## src/rtl/mux_scan_pkg.sv

```systemverilog
// Shared widths, FSM state type and select endpoints for the mux scan controller.
package mux_scan_pkg;
   localparam int DATA_W = 8;
   localparam int SEL_W  = 3;

   typedef enum logic {IDLE = 1'b0, SHIFT = 1'b1} state_e;

   function automatic logic [SEL_W-1:0] sel_first(input bit msb_first);
      return msb_first ? {SEL_W{1'b1}} : {SEL_W{1'b0}};
   endfunction

   function automatic logic [SEL_W-1:0] sel_end(input bit msb_first);
      return msb_first ? {SEL_W{1'b0}} : {SEL_W{1'b1}};
   endfunction
endpackage

```

## src/rtl/mux_sel_cnt.sv

```systemverilog
// Select counter for the downstream 8:1 mux: loads the first select, steps toward the last.
module mux_sel_cnt
   import mux_scan_pkg::*;
#(
   parameter bit MSB_FIRST = 1'b0
) (
   input  logic             clk,
   input  logic             rst,
   input  logic             load,
   input  logic             en,
   output logic [SEL_W-1:0] sel
);
   logic [SEL_W-1:0] sel_d, sel_q;

   always_comb begin
      sel_d = sel_q;
      if (load)
         sel_d = sel_first(MSB_FIRST);
      else if (en)
         sel_d = MSB_FIRST ? (sel_q - SEL_W'(1)) : (sel_q + SEL_W'(1));
   end

   always_ff @(posedge clk) begin
      if (rst) sel_q <= sel_first(MSB_FIRST);
      else     sel_q <= sel_d;
   end

   assign sel = sel_q;
endmodule

```

## src/rtl/mux_scan_ctrl.sv

```systemverilog
// Byte-to-serial scan controller: holds the active byte on I_OUT and walks S_OUT
// across it, with a one-byte prefetch buffer so consecutive bytes stream without gaps.
module mux_scan_ctrl
   import mux_scan_pkg::*;
#(
   parameter bit MSB_FIRST = 1'b0
) (
   input  logic              CLK,
   input  logic              RST,
   input  logic [DATA_W-1:0] DIN,
   input  logic              DIN_VALID,
   output logic              DIN_READY,
   output logic [DATA_W-1:0] I_OUT,
   output logic [SEL_W-1:0]  S_OUT,
   output logic              BIT_VALID,
   input  logic              BIT_READY,
   output logic              LAST,
   output logic [7:0]        BYTE_CNT
);
   state_e            state_d, state_q;
   logic [DATA_W-1:0] i_out_d, i_out_q;
   logic [DATA_W-1:0] buf_d, buf_q;
   logic              buf_full_d, buf_full_q;
   logic [7:0]        byte_cnt_d, byte_cnt_q;
   logic              sel_load, sel_en;
   logic              accept, xfer;

   mux_sel_cnt #(.MSB_FIRST(MSB_FIRST)) u_sel_cnt (
      .clk  (CLK),
      .rst  (RST),
      .load (sel_load),
      .en   (sel_en),
      .sel  (S_OUT)
   );

   assign DIN_READY = !RST && !buf_full_q;
   assign BIT_VALID = (state_q == SHIFT);
   assign LAST      = BIT_VALID && (S_OUT == sel_end(MSB_FIRST));
   assign accept    = DIN_VALID && DIN_READY;
   assign xfer      = BIT_VALID && BIT_READY;

   always_comb begin
      state_d    = state_q;
      i_out_d    = i_out_q;
      buf_d      = buf_q;
      buf_full_d = buf_full_q;
      byte_cnt_d = byte_cnt_q;
      sel_load   = 1'b0;
      sel_en     = 1'b0;
      case (state_q)
         IDLE: begin
            if (accept) begin
               i_out_d  = DIN;
               sel_load = 1'b1;
               state_d  = SHIFT;
            end
         end
         SHIFT: begin
            if (xfer && LAST) begin
               byte_cnt_d = byte_cnt_q + 8'd1;
               // Buffer full implies DIN_READY low, so the two refill paths never collide.
               if (buf_full_q) begin
                  i_out_d    = buf_q;
                  buf_full_d = 1'b0;
                  sel_load   = 1'b1;
               end else if (accept) begin
                  i_out_d  = DIN;
                  sel_load = 1'b1;
               end else begin
                  state_d = IDLE;
               end
            end else begin
               sel_en = xfer;
               if (accept) begin
                  buf_d      = DIN;
                  buf_full_d = 1'b1;
               end
            end
         end
         default: state_d = IDLE;
      endcase
   end

   always_ff @(posedge CLK) begin
      if (RST) begin
         state_q    <= IDLE;
         i_out_q    <= '0;
         buf_q      <= '0;
         buf_full_q <= 1'b0;
         byte_cnt_q <= '0;
      end else begin
         state_q    <= state_d;
         i_out_q    <= i_out_d;
         buf_q      <= buf_d;
         buf_full_q <= buf_full_d;
         byte_cnt_q <= byte_cnt_d;
      end
   end

   assign I_OUT    = i_out_q;
   assign BYTE_CNT = byte_cnt_q;
endmodule
```

## config.mk

```make
export PLATFORM = sky130hd
export DESIGN_NAME = mux_scan_ctrl
export DESIGN_NICKNAME = d
export VERILOG_FILES = /design/src/rtl/mux_scan_pkg.sv /design/src/rtl/mux_sel_cnt.sv /design/src/rtl/mux_scan_ctrl.sv
export SDC_FILE = /design/constraint.sdc
export NUM_CORES = 1
export LEC_CHECK = 0
export CAP_MARGIN = 25
export CORE_MARGIN = 5
export CORE_UTILIZATION = 48
export CTS_CLUSTER_DIAMETER = 120
export DETAILED_ROUTE_END_ITERATION = 16
export GPL_TIMING_DRIVEN = 1
export PLACE_DENSITY = 0.79
export SLEW_MARGIN = 10
export SYNTH_ARGS = -nofsm -noshare
export SYNTH_HDL_FRONTEND = slang
export SYNTH_SLANG_ARGS = --single-unit
```

## constraint.sdc

```tcl
create_clock -name CLK -period 2.5 [get_ports CLK]
set_clock_uncertainty 0.15 [all_clocks]
set_input_delay 0.5 -clock CLK [delete_from_list [all_inputs] [get_ports CLK]]
set_output_delay 0.5 -clock CLK [all_outputs]
set_load 0.01 [all_outputs]
```

# Word level (Yosys, flattened, before mapping)
# Index checks and enable logic that the tools add are counted.
# op_classes
bitwise_logic,2
n_eq_ne,2
add_sub_neg,2
n_reduce_logical,12
n_mux,14
# ops
operator,n
$mux 8,3
$pmux 8 s2,1
$add 8x1->8 const B,1
$mux 1,8
$logic_and 1x1->1,5
$pmux 1 s2,2
$reduce_and 2->1,2
$add 3x1->3 const B,1
$eq 3x3->1 const B,1
$reduce_and 3->1,1
$logic_not 1->1,2
$ne 2x1->1 const B,1
$not 1->1,2
$reduce_bool 2->1,1
$reduce_or 2->1,1
# totals
wordCells,38
input_bits,12
ff_bits,29
out_inout_bits,22

# Logic depth before layout (Yosys ltp)
# depth
depth_word,8
ltp_mapped,7
mapped_depth_nobuf,5

# Cells and area by module
# From an unflattened synthesis, not the netlist that was laid out.
# hier_totals
hier_cells,148
area_unflattened_um2,1371.3
# modules_own_cells
mod,area_per_inst_um2,cells_each,seq_area_each_um2,n_inst
mux_scan_ctrl,1243.7,136,520.5,1
mux_sel_cnt,127.6,12,60.1,1

# Worst setup path before layout
# No wires, ideal clock.
# synth_timing
path_kind,reg-to-reg
from,"reg u_sel_cnt.sel_q[0], in the netlist u_sel_cnt.sel[0]"
to,"reg byte_cnt_q[7], in the netlist BYTE_CNT[7]"
stages_incl_launch_ff,7
setup_ns,0.071
n_path_buf,1
synth_period_minus_slack_ns,1.804
arrival_time_ns,1.584
required_ns,2.279
slack_ns,0.696
cell_sequence,dfxtp_1 -> ha_1 -> ha_1 -> buf_2 -> nand4_2 -> or4_1 -> a21oi_1
# synth_between
elab_chain_cells,4
# synth_lines
element,line_no,rtl
from (decl),mux_sel_cnt.sv:13,"logic [SEL_W-1:0] sel_d, sel_q;"
from (signal assigned),mux_sel_cnt.sv:24,if (rst) sel_q <= sel_first(MSB_FIRST);
from (signal assigned),mux_sel_cnt.sv:25,else sel_q <= sel_d;
$eq 3x3->1,mux_scan_ctrl.sv:38,assign LAST = BIT_VALID && (S_OUT == sel_end(MSB_FIRST));
$logic_and 1x1->1,mux_scan_ctrl.sv:38,
$logic_and 1x1->1,mux_scan_ctrl.sv:59,if (xfer && LAST) begin
$reduce_and 2->1 (no source line),--,
to (signal assigned),mux_scan_ctrl.sv:96,byte_cnt_q <= byte_cnt_d;
to (decl),mux_scan_ctrl.sv:24,"logic [7:0] byte_cnt_d, byte_cnt_q;"
# Every way passes these cells.
# A chain may end at the register's enable or synchronous reset.

# Final worst setup path
# layout_timing
from,"reg u_sel_cnt.sel_q[0], in the netlist u_sel_cnt.sel[0]"
to,out LAST
# layout_between
elab_chain_cells,2
# layout_lines
element,line_no,rtl
$eq 3x3->1,mux_scan_ctrl.sv:38,
$logic_and 1x1->1,mux_scan_ctrl.sv:38,
to (decl),mux_scan_ctrl.sv:17,"output logic LAST,"
# Every way passes these cells.

==> qor.txt <==
status: complete, no violations
synthesized flop and latch total: 29
synthesized area: 1380 sq um
max-slew violation count: 0
P&R area growth vs syn: 29.5%
initial antenna violation count: 0
CTS sink cnt: 29
Min Hold Slack: 0.316 ns
root buffer cell: clkbuf_4
Hold Path End: I_OUT[7]$_SDFFE_PP0P_
Final Hold Fails: 0
reg2reg setup slack: 0.56 ns
Max-cap violations: 0
post-synthesis async set-or-reset flop share: 0%
initial DRC count: 65
largest net degree at the start of global routing: 23
crit-path cells: ha_1 > ha_1 > and2_1 > clkdlybuf4s50_1
Num CTS Buffers: 5
WS Path Type: reg2out
vias per cell: 5.76
Core Box Area: 2760 sq um
Initial Utilization: 50.1%
most used cell, CP: ha_1
clk_lat worst skew: 0.33 ns
HP Start: I_OUT[7]$_SDFFE_PP0P_
CP startpoint kind: flip-flop
CTS clk-pin slew, worst paths: 0.09 ns
final-layout fill cell count: 255
synthesized instance count: 159
Top Family by Delay on Critical Path: buffers and inverters
final setup fails: 0
crit path from: u_sel_cnt.sel[0]$_SDFFE_PP0P_
top_reg_cell synth: dfxtp_1
CP Max Fanout: 3
Tot Pwr: 0.915 mW
Post-Place Setup Slack: 0.230 ns
fin crit share: 93.9%
Reg area: 581 sq um
minimum clock period: 2.35 ns
setup TNS: 0 ns
Yosys warning count: 0
first-pass GRT wire length: 5.62 mm
DR WL/cell: 14.3 um
CP required: 1.85 ns
hold buffers post-CTS: 0
hold depth: 2
Levels on crit path: 4
average size of a mapped cell: 8.69 sq um
number of synthesized flops with an enable pin: 0
Die Wd: 63.6 um
DR vias: 1301
CP max stage delay: 0.53 ns
RSZ-0062 raised after global routing: no
wirelength, routed: 3.24 mm
Post-CTS Setup Repair Bufs: 0
layout cells sized above 1: 7.69%
DP HPWL: 2.40 mm
n_diodes: 0
grt ovf: 0
# DRC: 0
Max Freq: 426 MHz
Max-slew headroom: 63.5%
Slew @ Worst Pin: 0.544 ns
Max Root-Sink Buffers: 2
post-cts sizing count: 0
# port buffers: 33
reg2reg end: I_OUT[0]$_SDFFE_PP0P_
antenna viol nets, final: 0
CP max stage cell: clkdlybuf4s50_1
Hold WC Path Type: reg2reg
Mapped Nets: 174
fin nets: 209
FF-to-FF Start: u_sel_cnt.sel[0]$_SDFFE_PP0P_
peak supply drop: 435 uV
r2r worst-path depth: 6
CP endpoint kind: primary output
IO Count: 34
die height: 63.6 um
arrival time worst endpoint: 1.70 ns
sequential area share after synthesis: 42.0%
Power per Cell Area: 512 nW/um^2
Pleak: 0.654 nW
Rows: 19
vias in the first global route: 1278
drt first pass iters: 4
Distinct cells, synth: 35
die area: 4050 sq um
Placer Congestion: 0.814
GR Util All Layers: 17.3%
TritonCTS clock tree: yes
area taken by multi-input logic gates: 734 sq um
CTS H-Tree Depth: 2
critical path buffer and inverter count: 1
setup slack after layout: 0.152 ns
-- worst max-delay path by stage --
stage	slack [ns]	endpoint
final	0.15	LAST
after global routing	0.08	LAST
after CTS	0.14	LAST
after detailed placement	0.23	DIN_READY
after global placement	0.23	DIN_READY
after floorplan	0.70	BYTE_CNT[7]$_SDFFE_PP0P_
-- worst register-to-register path, delay by kind of cell, from the launching register on --
family | cells | cell delay [ns]
AOI/OAI and AO/OA | 2 | 0.50
adders and majority gates | 2 | 0.33
buffers and inverters | 1 | 0.16
DFF | 1 | 0.39
and+or+nand+nor | 1 | 0.32
-- sequential cells by signal, summed over array words and instances (netlist names) --
name	cells
buf_full_q	1
BYTE_CNT	8
BIT_VALID	1
u_sel_cnt.sel	3
buf_q	8
I_OUT	8
-- through the flow --
| step | utilization, % | cell area [sq um] | cells |
|---|---|---|---|
| after floorplan | - | 1380 | 159 |
| after global placement | 63.1 | 1740 | 218 |
| after detailed placement | 63.1 | 1740 | 218 |
| after CTS | 64.9 | 1790 | 226 |
| after global routing | 64.9 | 1790 | 226 |
| final | 64.9 | 1790 | 226 |
-- layout by cell type, fill, tap and decap left out, drive strengths merged, types with 2 or more instances in the layout --
cell / netlist / final
and2: 5 / 5
or4: 3 / 3
dfxtp: 29 / 29
ha: 3 / 3
nand3: 10 / 10
or3: 2 / 2
mux2i: 7 / 7
nand2b: 5 / 5
xor2: 2 / 2
nand2: 9 / 9
clkbuf: 2 / 8
a221oi: 4 / 4
o31ai: 4 / 4
o211ai: 4 / 4
clkdlybuf4s50: 0 / 33
a21oi: 15 / 15
buf: 8 / 5
nor2: 9 / 9
inv: 4 / 4
nand4: 3 / 3
o21ai: 19 / 19
-- layer usage --
layer / share of wire (%) / routed length (um) / vias up / GRT usage, %
met4: 2.5 / 80 / 0 / 7.53
li1: - / - / 645 / -
met5: 0 / 0 / - / 0
met1: 40 / 1290 / 605 / 17.9
met3: 6.9 / 224 / 10 / 7.99
met2: 51 / 1640 / 41 / 29.7
-- power by group --
part	total [mW]	internal, mW	switching [mW]
Sequential	0.489	0.480	0.00916
Combinational	0.151	0.0749	0.0764
Clock	0.275	0.112	0.163
-- cells in the mapped netlist (all sizes together) (4+ instances only) --
master  number  share of area, %
dfxtp       29                42
o21ai       19               6.9
a21oi       15               5.4
nand3       10               3.6
nand2        9               2.4
nor2         9               2.4
buf          8               2.7
mux2i        7               5.1
and2         5               2.3
nand2b       5               2.3
a221oi       4               2.5
inv          4               1.1
o211ai       4               2.2
o31ai        4               2.2
-- logic make-up (layout without fill, tap and decap cells) --
group / Yosys count / count (layout) / synth area share (%)
buf+inv: 15 / 51 / 4.80
flops: 29 / 29 / 42.0
simple gates: 53 / 53 / 21.3
compound gates: 49 / 49 / 22.2
fa+ha+maj: 3 / 3 / 2.72
mux: 7 / 7 / 5.07
xor+xnor: 3 / 3 / 1.90
-- cell type report --
cell class	count	area share, %
well taps	31	2.17
multi-input cells	115	41.0
inverters	5	1.05
clock buffers	8	2.73
repair buffers	38	20.6
flip-flops and latches	29	32.4
(Power assumes the default switching activity.)
